==> src/rtl/iob2axi_wr_seq_if.sv <==
// Control interface between the burst sequencer (master) and the iob2axi_wr engine (slave).
interface iob2axi_wr_seq_if #(
  parameter int ADDR_W    = 32,
  parameter int AXI_LEN_W = 8
);
  logic                 wr_run;
  logic [ADDR_W-1:0]    wr_addr;
  logic [AXI_LEN_W-1:0] wr_length;
  logic                 wr_ready;
  logic                 wr_error;

  modport master (output wr_run, wr_addr, wr_length, input  wr_ready, wr_error);
  modport slave  (input  wr_run, wr_addr, wr_length, output wr_ready, wr_error);
endinterface

==> src/rtl/iob2axi_wr_seq.sv <==
// Splits one long write into AXI4 INCR bursts (<= MAX_BURST beats, no 4 KB crossing),
// issues them to the iob2axi_wr engine one at a time and aggregates their status.
module iob2axi_wr_seq #(
  parameter int ADDR_W    = 32,
  parameter int DATA_W    = 32,
  parameter int AXI_LEN_W = 8,
  parameter int MAX_BURST = 256,
  parameter int CNT_W     = 16
) (
  input  logic              clk,
  input  logic              rst,
  input  logic              start,
  input  logic [ADDR_W-1:0] base_addr,
  input  logic [CNT_W-1:0]  n_words,
  output logic              busy,
  output logic              done,
  output logic              error,
  output logic [CNT_W-1:0]  burst_cnt,
  iob2axi_wr_seq_if.master  wr
);
  localparam int B     = DATA_W / 8;
  localparam int OFF   = $clog2(B);
  localparam int BW    = AXI_LEN_W + 1;
  localparam int MW0   = (CNT_W > 13) ? CNT_W : 13;
  localparam int MW    = (MW0 > BW) ? MW0 : BW;

  typedef enum logic [2:0] {IDLE, CALC, ISSUE, WAIT_ACK, WAIT_DONE, DONE} state_t;

  state_t               state_q, state_d;
  logic [ADDR_W-1:0]    cur_addr_q, cur_addr_d;
  logic [CNT_W-1:0]     rem_q, rem_d;
  logic                 error_q, error_d;
  logic [CNT_W-1:0]     burst_cnt_q, burst_cnt_d;
  logic [ADDR_W-1:0]    wr_addr_q, wr_addr_d;
  logic [AXI_LEN_W-1:0] wr_length_q, wr_length_d;
  logic                 run;

  logic [12:0]          to_bnd;
  logic [MW-1:0]        rem_ext, bnd_ext, max_ext, beats_m;
  logic [BW-1:0]        beats;

  always_ff @(posedge clk or negedge rst) begin
    if (!rst) begin
      state_q     <= IDLE;
      cur_addr_q  <= '0;
      rem_q       <= '0;
      error_q     <= 1'b0;
      burst_cnt_q <= '0;
      wr_addr_q   <= '0;
      wr_length_q <= '0;
    end else begin
      state_q     <= state_d;
      cur_addr_q  <= cur_addr_d;
      rem_q       <= rem_d;
      error_q     <= error_d;
      burst_cnt_q <= burst_cnt_d;
      wr_addr_q   <= wr_addr_d;
      wr_length_q <= wr_length_d;
    end
  end

  // Burst size: the smallest of remaining words, MAX_BURST and words left in this 4 KB page.
  always_comb begin
    to_bnd  = (13'd4096 - {1'b0, cur_addr_q[11:0]}) >> OFF;
    rem_ext = MW'(rem_q);
    bnd_ext = MW'(to_bnd);
    max_ext = MW'(MAX_BURST);
    beats_m = rem_ext;
    if (max_ext < beats_m) beats_m = max_ext;
    if (bnd_ext < beats_m) beats_m = bnd_ext;
    beats   = BW'(beats_m);
  end

  always_comb begin
    state_d     = state_q;
    cur_addr_d  = cur_addr_q;
    rem_d       = rem_q;
    error_d     = error_q;
    burst_cnt_d = burst_cnt_q;
    wr_addr_d   = wr_addr_q;
    wr_length_d = wr_length_q;
    run         = 1'b0;
    case (state_q)
      IDLE: if (start) begin
        cur_addr_d  = base_addr & ~ADDR_W'(B - 1);
        rem_d       = n_words;
        error_d     = 1'b0;
        burst_cnt_d = '0;
        state_d     = (n_words == '0) ? DONE : CALC;
      end
      CALC: begin
        wr_addr_d   = cur_addr_q;
        wr_length_d = AXI_LEN_W'(beats - BW'(1));
        rem_d       = rem_q - CNT_W'(beats);
        cur_addr_d  = cur_addr_q + (ADDR_W'(beats) << OFF);
        state_d     = ISSUE;
      end
      ISSUE: if (wr.wr_ready) begin
        run     = 1'b1;
        state_d = WAIT_ACK;
      end
      WAIT_ACK: if (!wr.wr_ready) state_d = WAIT_DONE;
      // A failed burst is only recorded; the rest of the transfer still goes out.
      WAIT_DONE: if (wr.wr_ready) begin
        error_d     = error_q | wr.wr_error;
        burst_cnt_d = burst_cnt_q + CNT_W'(1);
        state_d     = (rem_q == '0) ? DONE : CALC;
      end
      DONE:    state_d = IDLE;
      default: state_d = IDLE;
    endcase
  end

  assign busy         = (state_q != IDLE);
  assign done         = (state_q == DONE);
  assign error        = error_q;
  assign burst_cnt    = burst_cnt_q;
  assign wr.wr_run    = run;
  assign wr.wr_addr   = wr_addr_q;
  assign wr.wr_length = wr_length_q;
endmodule

==> src/flat_wrapper.sv <==
// flat-port wrapper written by rule: the top's interface ports become plain ports
module iob2axi_wr_seq_flat 
#(
  parameter int ADDR_W    = 32,
  parameter int DATA_W    = 32,
  parameter int AXI_LEN_W = 8,
  parameter int MAX_BURST = 256,
  parameter int CNT_W     = 16
)
  (clk, rst, start, base_addr, n_words, busy, done, error, burst_cnt, wr_wr_run, wr_wr_addr, wr_wr_length, wr_wr_ready, wr_wr_error);
  iob2axi_wr_seq_if #(.ADDR_W(ADDR_W), .AXI_LEN_W(AXI_LEN_W)) wr_i ();
  input  logic clk;
  input  logic rst;
  input  logic start;
  input  logic [ADDR_W-1:0] base_addr;
  input  logic [CNT_W-1:0] n_words;
  output logic busy;
  output logic done;
  output logic error;
  output logic [CNT_W-1:0] burst_cnt;
  output wire logic [$bits(wr_i.wr_run)-1:0] wr_wr_run;
  output wire logic [$bits(wr_i.wr_addr)-1:0] wr_wr_addr;
  output wire logic [$bits(wr_i.wr_length)-1:0] wr_wr_length;
  input wire logic [$bits(wr_i.wr_ready)-1:0] wr_wr_ready;
  input wire logic [$bits(wr_i.wr_error)-1:0] wr_wr_error;
  assign wr_wr_run = wr_i.wr_run;
  assign wr_wr_addr = wr_i.wr_addr;
  assign wr_wr_length = wr_i.wr_length;
  assign wr_i.wr_ready = wr_wr_ready;
  assign wr_i.wr_error = wr_wr_error;
  iob2axi_wr_seq #(.ADDR_W(ADDR_W), .DATA_W(DATA_W), .AXI_LEN_W(AXI_LEN_W), .MAX_BURST(MAX_BURST), .CNT_W(CNT_W)) u_core (.clk(clk), .rst(rst), .start(start), .base_addr(base_addr), .n_words(n_words), .busy(busy), .done(done), .error(error), .burst_cnt(burst_cnt), .wr(wr_i));
endmodule
==> config.mk <==
export PLATFORM = sky130hd
export DESIGN_NAME = iob2axi_wr_seq_flat
export DESIGN_NICKNAME = d
export VERILOG_FILES = /design/src/rtl/iob2axi_wr_seq_if.sv /design/src/rtl/iob2axi_wr_seq.sv /design/src/flat_wrapper.sv
export SDC_FILE = /design/constraint.sdc
export NUM_CORES = 1
export LEC_CHECK = 0
export ABC_AREA = 0
export CORE_ASPECT_RATIO = 1.1
export CORE_MARGIN = 4
export CORE_UTILIZATION = 30
export DETAILED_ROUTE_END_ITERATION = 8
export PLACE_DENSITY = 0.61
export SYNTH_ARGS = -nofsm -noshare
export SYNTH_HDL_FRONTEND = slang
export SYNTH_SLANG_ARGS = --single-unit
==> constraint.sdc <==
create_clock -name clk -period 8 [get_ports clk]
set_clock_uncertainty 0.2 [all_clocks]
set_input_delay 0.8 -clock clk [delete_from_list [all_inputs] [get_ports clk]]
set_output_delay 0.8 -clock clk [all_outputs]
set_load 0.1 [all_outputs]
==> results of run 1 <==
[cell usage after synthesis (all sizes together), types with 3 or more instances]
cell | instances | share of area (%)
nor2 | 75 | 4.2
a211o | 5 | 0.64
or2 | 5 | 0.45
a31oi | 20 | 1.8
o41ai | 3 | 0.38
maj3 | 5 | 0.73
o21ai | 47 | 3.6
a21o | 7 | 0.76
nor3 | 16 | 1.2
o21a | 5 | 0.55
and2 | 8 | 0.73
nor3b | 4 | 0.44
mux2i | 4 | 0.58
nor4 | 12 | 1.2
inv | 26 | 1.4
clkbuf | 32 | 1.7
a22oi | 5 | 0.55
and3 | 20 | 1.9
nand2 | 180 | 9.9
nand4 | 11 | 1.0
a21boi | 4 | 0.44
buf | 13 | 1.2
or4 | 3 | 0.44
xor2 | 24 | 3.1
o32ai | 4 | 0.51
a211oi | 11 | 1.3
a21oi | 48 | 3.7
and4 | 5 | 0.64
ha | 23 | 4.2
or3 | 5 | 0.45
o221a | 3 | 0.49
dfrtp | 104 | 38
xnor2 | 15 | 1.9
o22ai | 9 | 0.82
o2111ai | 3 | 0.38
nand3 | 28 | 2.2
a311oi | 7 | 0.89
o31a | 3 | 0.38
nand2b | 5 | 0.45
[worst max-delay path, cell delays in order (launching register included)]
cell and delay, ps:
dfrtp_1 460, or4_4 590, or4_4 490, nor2_2 380, nand2_1 110, ha_1 330
nand4_1 170, nor4_1 750, o31a_1 380, nor2_2 160, nand2_1 190, nand2_1 200
ha_1 390, or2_2 290, o41ai_1 60, a31oi_1 80, maj3_1 430, a21o_1 300
and2_1 330, a311oi_1 310, nor2_1 70
[cells by family (layout without fill, tap and decap cells)]
family	after synthesis	after routing	synth area share (%)
xor+xnor	39	39	4.97
fa+ha+maj	28	28	4.91
other cells	2	4	0.109
mux	4	4	0.582
flops	104	104	37.9
simple gates	387	387	26.4
compound gates	209	209	20.8
buf+inv	72	156	4.39
[worst paths after layout]
path                       slack, ps                                  to  depth (start not counted)                              from
min                              200  u_core.wr.wr_length[4]$_DFFE_PN0P_                          1                               rst
min in group clk                 280    u_core.wr.wr_addr[7]$_DFFE_PN0P_                          2  u_core.wr.wr_addr[7]$_DFFE_PN0P_
min reg2reg                      280    u_core.wr.wr_addr[7]$_DFFE_PN0P_                          2  u_core.wr.wr_addr[7]$_DFFE_PN0P_
max reg2reg                     1230   u_core.cur_addr_q[17]$_DFFE_PN0P_                         20    u_core.rem_ext[10]$_DFFE_PN0P_
max in group asynchronous       6090     u_core.burst_cnt[4]$_DFFE_PN0P_                          2                               rst
max                             1230   u_core.cur_addr_q[17]$_DFFE_PN0P_                         20    u_core.rem_ext[10]$_DFFE_PN0P_
[area by class of cell]
class	count	share of cell area (%)
clock buffer	9	2.65
inverter	27	1.19
tap	295	4.34
sequential	104	30.6
clock inverter	7	1.10
multi-input combinational	671	47.0
timing repair buffer	113	13.1
[metrics by stage]
stage / utilization (%) / cell area [um2]
3_3_place_gp: 36.6 / 8180
3_5_place_dp: 36.6 / 8180
5_1_grt: 38.1 / 8500
6_report: 38.1 / 8500
4_1_cts: 38.1 / 8500
2_1_floorplan: - / 6880
[flip-flops by register name, summed over array words and instances, names as in the netlist]
register and cells:
u_core.cur_addr_q 30, u_core.wr.wr_addr 30, u_core.state_q 3, u_core.burst_cnt 16, u_core.error 1, u_core.wr.wr_length 8
u_core.rem_ext 16
[per-layer routing]
layer	GRT usage [%]	up-vias
met5	0	-
met4	4.61	0
met3	2.80	24
met2	25.9	157
met1	20.9	3159
li1	-	3180
==> results.json, run 1 <==
{
  "start_util_pct": 30.8,
  "ys_warn_count": 0,
  "status": "finished, final reports clean",
  "syn_area_um2": 6880,
  "portBuffers": 108,
  "grt_setup_unrepaired": "no",
  "async_reset_ff_share_pct": 100,
  "synth_seq_cells": 104,
  "startpoint_type": "flip-flop",
  "die_h_um": 167,
  "fin_hold_ws_ps": 196,
  "grt_util_all_layers_pct": 15.6,
  "final_cells": 1226,
  "place_hpwl_um": 14500,
  "wl_met1_um": 9220,
  "multi_input_area_um2": 3990,
  "critPathArrivalTime_ps": 6830,
  "cts_tree": "done",
  "slew_headroom_pct": 33.3,
  "synth_cell_type_count": 83,
  "cts.sinks": 104,
  "synth_flop_cell": "dfrtp_1",
  "worst_pin_slew_ps": 998,
  "final_hold_viol_count": 0,
  "syn_inst": 845,
  "crit_type": "reg2reg",
  "cts_htree_levels": 3,
  "routed.top_layer": "met4",
  "final_common_cell": "nand2_1",
  "seq_area_um2": 2600,
  "hold_path_class": "in2async",
  "path_clk_slew_ps": 90,
  "post-route-period-util_pct": 84.7,
  "syn_to_final_growth_pct": 23.6,
  "worst_slack_ps": 1230,
  "cts_resized": 0,
  "rows": 57,
  "slew_violations": 0,
  "syn_avg_cell_area_um2": 8.14,
  "route.final.wire_length_um": 20200,
  "drt-wirelength-per-cell_um": 16.5,
  "drtIter0Drc": 469,
  "grt_first_pass_wirelength_um": 33000,
  "layout_common_cells": "nand2_1 (179), clkdlybuf4s50_1 (107), dfrtp_1 (104)",
  "cts_buffers": 9,
  "cp_max_fo": 12,
  "post_cts_buffers": 0,
  "antenna_left": 0,
  "endpoint_kind": "flip-flop",
  "drive_gt1_share_pct": 5.59,
  "io-pin-count": 113,
  "core-area_um2": 22300,
  "hold_buffers": 0,
  "clk-insertion-delay-late_ps": 370,
  "wl_met3_um": 857,
  "overflow": 0,
  "antenna_found_initial": 0,
  "grt_pass1_vias": 6298,
  "pre_cts_ws_ps": 1260,
  "die_area_um2": 25400,
  "insertedDiodeCount": 0,
  "place_inst": 1210,
  "fillCellCount": 2301,
  "dr_total_vias": 6520,
  "setup_viol_count_final": 0,
  "gp_congestion": 0.894,
  "grt_max_degree": 71,
  "required_ps": 8060,
  "synth_edf_count": 0,
  "clockRootBuffer": "clkbuf_16",
  "min_period_ps": 6770,
  "met2_length_um": 9690,
  "via_per_inst": 5.32,
  "setup_tns_ps": 0,
  "fmax_mhz": 148,
  "die_w_um": 152,
  "synth_seq_area_share_pct": 37.9,
  "layout.nets": 1002,
  "drv_cap": 0,
  "drc": 0,
  "firstDrtPassIters": 5,
  "clockBufferDepth": 2
}
Power of run 1 is not shown: default switching activity piles up to over one toggle a cycle in this logic, so the estimate is an artifact.
==> run 2, diff against run 1 <==
--- a/config.mk
+++ b/config.mk
@@ -10,7 +10,7 @@
 export CORE_MARGIN = 4
 export CORE_UTILIZATION = 30
 export DETAILED_ROUTE_END_ITERATION = 8
-export PLACE_DENSITY = 0.61
+export PLACE_DENSITY = 0.63
 export SYNTH_ARGS = -nofsm -noshare
 export SYNTH_HDL_FRONTEND = slang
 export SYNTH_SLANG_ARGS = --single-unit
==> constraint.sdc (replaced) <==
create_clock -name clk -period 5.7 [get_ports clk]
set_clock_uncertainty 0.2 [all_clocks]
set_input_delay 0.57 -clock clk [delete_from_list [all_inputs] [get_ports clk]]
set_output_delay 0.57 -clock clk [all_outputs]
set_load 0.1 [all_outputs]
==> run 2 against run 1 <==
Via count rose by 2.9%. Highest routed layer unchanged. Non-clock buffer count up 58. Critical path type unchanged. Hold slack lost 80 ps. Flip-flop and latch count unchanged. Die area did not move.
==> results.json, run 2 (synthesized netlist as in run 1, its figures left out) <==
{
  "status": "finished, final reports clean",
  "route.final.wire_length_um": 21200,
  "layout_common_cells": "nand2_1 (177), clkdlybuf4s50_1 (107), dfrtp_1 (104)",
  "portBuffers": 108,
  "syn_to_final_growth_pct": 31.4,
  "critPathMostFrequentCell": "buf_4",
  "grt_first_pass_wirelength_um": 34300,
  "worstReg2RegStart": "u_core.rem_ext[11]$_DFFE_PN0P_",
  "die_area_um2": 25400,
  "worst_pin_slew_ps": 998,
  "placed_area_um2": 8600,
  "firstDrtPassIters": 5,
  "startpoint_type": "flip-flop",
  "die_h_um": 167,
  "fmax_mhz": 183,
  "cts_tree": "done",
  "critPathArrivalTime_ps": 5530,
  "drive_gt1_share_pct": 12.8,
  "rows": 57,
  "drv_cap": 0,
  "endpoint_kind": "flip-flop",
  "cts_htree_levels": 3,
  "cts.sinks": 104,
  "cp-startpoint": "u_core.rem_ext[11]$_DFFE_PN0P_",
  "insertedDiodeCount": 0,
  "final_area_um2": 9040,
  "antenna_left": 0,
  "final_hold_viol_count": 0,
  "grt_pass1_vias": 6561,
  "required_ps": 5750,
  "place_hpwl_um": 15300,
  "drc": 0,
  "grt_max_degree": 71,
  "final_common_cell": "nand2_1",
  "slowest_stage": "or4_4",
  "crit_type": "reg2reg",
  "cts_buffers": 9,
  "clockBufferDepth": 2,
  "start_util_pct": 30.8,
  "dr_total_vias": 6709,
  "clockRootBuffer": "clkbuf_16",
  "grt_util_all_layers_pct": 16.2,
  "path_clk_slew_ps": 90,
  "die_w_um": 152,
  "cpPeakStageDelay_ps": 550,
  "min_period_ps": 5470,
  "io-pin-count": 113,
  "core-area_um2": 22300,
  "worstPathCellList": "or4_4, or4_4, nor2_4, nand2_1, ha_4, nand4_1, buf_4, o31a_1, a21oi_2, nand2_1, nand2_2, ha_4, or2_2, o41ai_1, a31oi_1, maj3_1, a21o_1, buf_4, buf_4, a311oi_1, nor2_1",
  "antenna_found_initial": 0,
  "hold_path_class": "in2async",
  "slew_violations": 0,
  "drtIter0Drc": 434,
  "gp_congestion": 0.909,
  "setup_viol_count_final": 0,
  "overflow": 0,
  "clk-insertion-delay-late_ps": 360,
  "fillCellCount": 2247,
  "cp_max_fo": 7,
  "post-route-period-util_pct": 96.1,
  "layout.nets": 1061,
  "slew_headroom_pct": 33.2,
  "drt-wirelength-per-cell_um": 16.5,
  "via_per_inst": 5.22
}
==> run 2: cell types whose count changed in the layout (fill, tap and decap cells not counted), sizes merged <==
cell / change
buf: +58
clkinv: +4
inv: -3
a21oi: +1
bufinv: -1
==> run 2: cell type report <==
type	instances	area (um2)	area share [%]
clock buffer	9	225	2.49
clock inverter	7	90.1	0.997
inverter	27	101	1.12
multi-input combinational	672	4100	45.3
sequential	104	2600	28.8
tap	295	369	4.08
timing repair buffer	171	1550	17.2
==> run 2: routing by layer <==
metal | vias up | global-route usage, % | share of wire (%)
met5 | - | 0 | 0
met4 | 0 | 4.77 | 2.1
met3 | 24 | 3.01 | 4.6
met2 | 167 | 26.5 | 48
met1 | 3222 | 22.0 | 46
li1 | 3296 | - | -
==> run 2: per-stage QoR <==
| stage | instances | TNS (ps) | utilization, % | worst slack, ps | hold WS, ps |
|---|---|---|---|---|---|
| 3_3_place_gp | 1262 | 0 | 38.5 | 147 | 261 |
| 2_1_floorplan | 847 | 0 | - | 18.1 | 74.4 |
| 4_1_cts | 1278 | 0 | 39.9 | 134 | 158 |
| 5_1_grt | 1285 | -11.3 | 40.5 | -7.80 | 188 |
| 6_report | 1285 | 0 | 40.5 | 225 | 116 |
| 3_5_place_dp | 1262 | 0 | 38.5 | 158 | 262 |
==> run 2: path summary, 6_finish.rpt <==
check	to	cells past startpoint	slack, ps
max	u_core.cur_addr_q[15]$_DFFE_PN0P_	21	230
min	u_core.wr.wr_addr[7]$_DFFE_PN0P_	1	120
max reg2reg	u_core.cur_addr_q[15]$_DFFE_PN0P_	21	230
min reg2reg	u_core.wr.wr_addr[8]$_DFFE_PN0P_	2	280
max in group asynchronous	u_core.cur_addr_q[4]$_DFFE_PN0P_	2	4050
min in group clk	u_core.wr.wr_addr[8]$_DFFE_PN0P_	2	280
==> run 2: critical path, delay by kind of cell, from the launching register on <==
family | cells | cell delay [ps]
adders and majority gates | 3 | 930
DFF | 1 | 410
and+or+nand+nor | 9 | 2150
buffers and inverters | 3 | 520
AOI/OAI and AO/OA | 6 | 1150
==> run 2: timing repair <==
item                                   CTS  global route
setup buffers                            0             6
gates resized for setup                  0            15
setup endpoints to repair                0            29
hold buffers                             0             0
endpoints found under the hold margin    0             0
Power of run 2 is left out for the same reason.
==> run 3, diff against run 2 <==
--- a/config.mk
+++ b/config.mk
@@ -10,7 +10,7 @@
 export CORE_MARGIN = 4
 export CORE_UTILIZATION = 30
 export DETAILED_ROUTE_END_ITERATION = 8
-export PLACE_DENSITY = 0.63
+export PLACE_DENSITY = 0.61
 export SYNTH_ARGS = -nofsm -noshare
 export SYNTH_HDL_FRONTEND = slang
 export SYNTH_SLANG_ARGS = --single-unit
==> constraint.sdc (replaced) <==
create_clock -name clk -period 6.4 [get_ports clk]
set_clock_uncertainty 0.2 [all_clocks]
set_input_delay 0.64 -clock clk [delete_from_list [all_inputs] [get_ports clk]]
set_output_delay 0.64 -clock clk [all_outputs]
set_load 0.1 [all_outputs]
==> run 3 against run 2 <==
Design area shrank 4.7%. Worst setup slack better by 160 ps. Non-clock buffer count fell by 40. Routed wire length decreased by 5.0%. Critical path depth unchanged. Highest routed layer unchanged.
==> results.json, run 3 (synthesized netlist as in run 1, its figures left out) <==
{
  "cp_max_fo": 10,
  "grt_setup_unrepaired": "no",
  "firstDrtPassIters": 4,
  "layout_common_cells": "nand2_1 (179), clkdlybuf4s50_1 (107), dfrtp_1 (104)",
  "placed_area_um2": 8310,
  "slew_headroom_pct": 33.0,
  "hold_path_class": "in2async",
  "rows": 57,
  "via_per_inst": 5.23,
  "place_hpwl_um": 14800,
  "clk-insertion-delay-late_ps": 370,
  "min_period_ps": 6010,
  "critPathArrivalTime_ps": 6020,
  "start_util_pct": 30.8,
  "hold_buffers": 0,
  "drive_gt1_share_pct": 7.38,
  "post-route-period-util_pct": 93.9,
  "gp_congestion": 0.912,
  "crit_type": "reg2reg",
  "io-pin-count": 113,
  "core-area_um2": 22300,
  "setup_tns_ps": 0,
  "slew_violations": 0,
  "clockBufferDepth": 2,
  "required_ps": 6410,
  "status": "finished, final reports clean",
  "antenna_found_initial": 0,
  "final_hold_viol_count": 0,
  "endpoint_kind": "flip-flop",
  "clockRootBuffer": "clkbuf_16",
  "drtIter0Drc": 425,
  "grt_pass1_vias": 6327,
  "worst_pin_slew_ps": 1000,
  "cts_htree_levels": 3,
  "grt_max_degree": 76,
  "pre_cts_ws_ps": 436,
  "seq_area_um2": 2600,
  "insertedDiodeCount": 0,
  "cts.sinks": 104,
  "die_h_um": 167,
  "grt_first_pass_wirelength_um": 33000,
  "syn_to_final_growth_pct": 25.3,
  "path_clk_slew_ps": 80,
  "fmax_mhz": 166,
  "setup_viol_count_final": 0,
  "overflow": 0,
  "cts_buffers": 9,
  "dr_total_vias": 6505,
  "fin_util_pct": 38.6,
  "drc": 0,
  "drt-wirelength-per-cell_um": 16.2,
  "cts_tree": "done",
  "worst_slack_ps": 389,
  "die_area_um2": 25400,
  "fillCellCount": 2312,
  "die_w_um": 152,
  "drv_cap": 0,
  "multi_input_area_um2": 3990,
  "post_cts_buffers": 0,
  "cts_resized": 0,
  "route.final.wire_length_um": 20200,
  "grt_util_all_layers_pct": 15.6,
  "final_common_cell": "nand2_1",
  "antenna_left": 0,
  "final_area_um2": 8610,
  "portBuffers": 108,
  "layout.nets": 1020,
  "startpoint_type": "flip-flop"
}
run 3: final cells by class:
cell class	count	area share, %
clock buffer	9	2.62
clock inverter	7	0.843
inverter	27	1.18
multi-input combinational	671	46.3
sequential	104	30.2
tap	295	4.29
timing repair buffer	131	14.5
run 3: final timing paths:
check                      cells after the start  slack [ps]                                end                               from
min in group clk                               2         280  u_core.wr.wr_addr[13]$_DFFE_PN0P_  u_core.wr.wr_addr[13]$_DFFE_PN0P_
max reg2reg                                   21         390   u_core.cur_addr_q[9]$_DFFE_PN0P_     u_core.rem_ext[10]$_DFFE_PN0P_
max in group asynchronous                      2        4670      u_core.state_q[1]$_DFFE_PN0P_                                rst
min reg2reg                                    2         280  u_core.wr.wr_addr[13]$_DFFE_PN0P_  u_core.wr.wr_addr[13]$_DFFE_PN0P_
min                                            1           8   u_core.cur_addr_q[3]$_DFFE_PN0P_                                rst
max                                           21         390   u_core.cur_addr_q[9]$_DFFE_PN0P_     u_core.rem_ext[10]$_DFFE_PN0P_
run 3: metrics by stage:
stage	hold slack, ps	cells
after floorplan	144	847
after global placement	261	1228
after detailed placement	262	1228
after CTS	23.0	1244
after global routing	37.3	1244
final	7.69	1244
run 3: critical path: stages (launching register included):
cell and delay, ps:
dfrtp_1 470, or4_4 580, or4_4 490, nor2_2 390
nand2_1 110, ha_1 320, nand4_1 170, nor4_1 370
o31a_1 320, nor2_2 110, nand2_1 140, nand2_1 130
ha_1 270, or2_2 310, o41ai_1 60, a31oi_1 80
maj3_1 410, buf_4 160, maj3_1 340, a21oi_1 180
xor2_1 150, o21ai_0 80
run 3: per-layer routing:
metal | wire length [um] | vias up | track usage (%) | part of all wire (%)
met3 | 788 | 23 | 3.01 | 3.9
met4 | 361 | 0 | 4.46 | 1.8
met1 | 9390 | 3141 | 20.7 | 47
met5 | 0 | - | 0 | 0
met2 | 9630 | 124 | 25.9 | 48
li1 | - | 3217 | - | -
Power of run 3 is left out for the same reason.
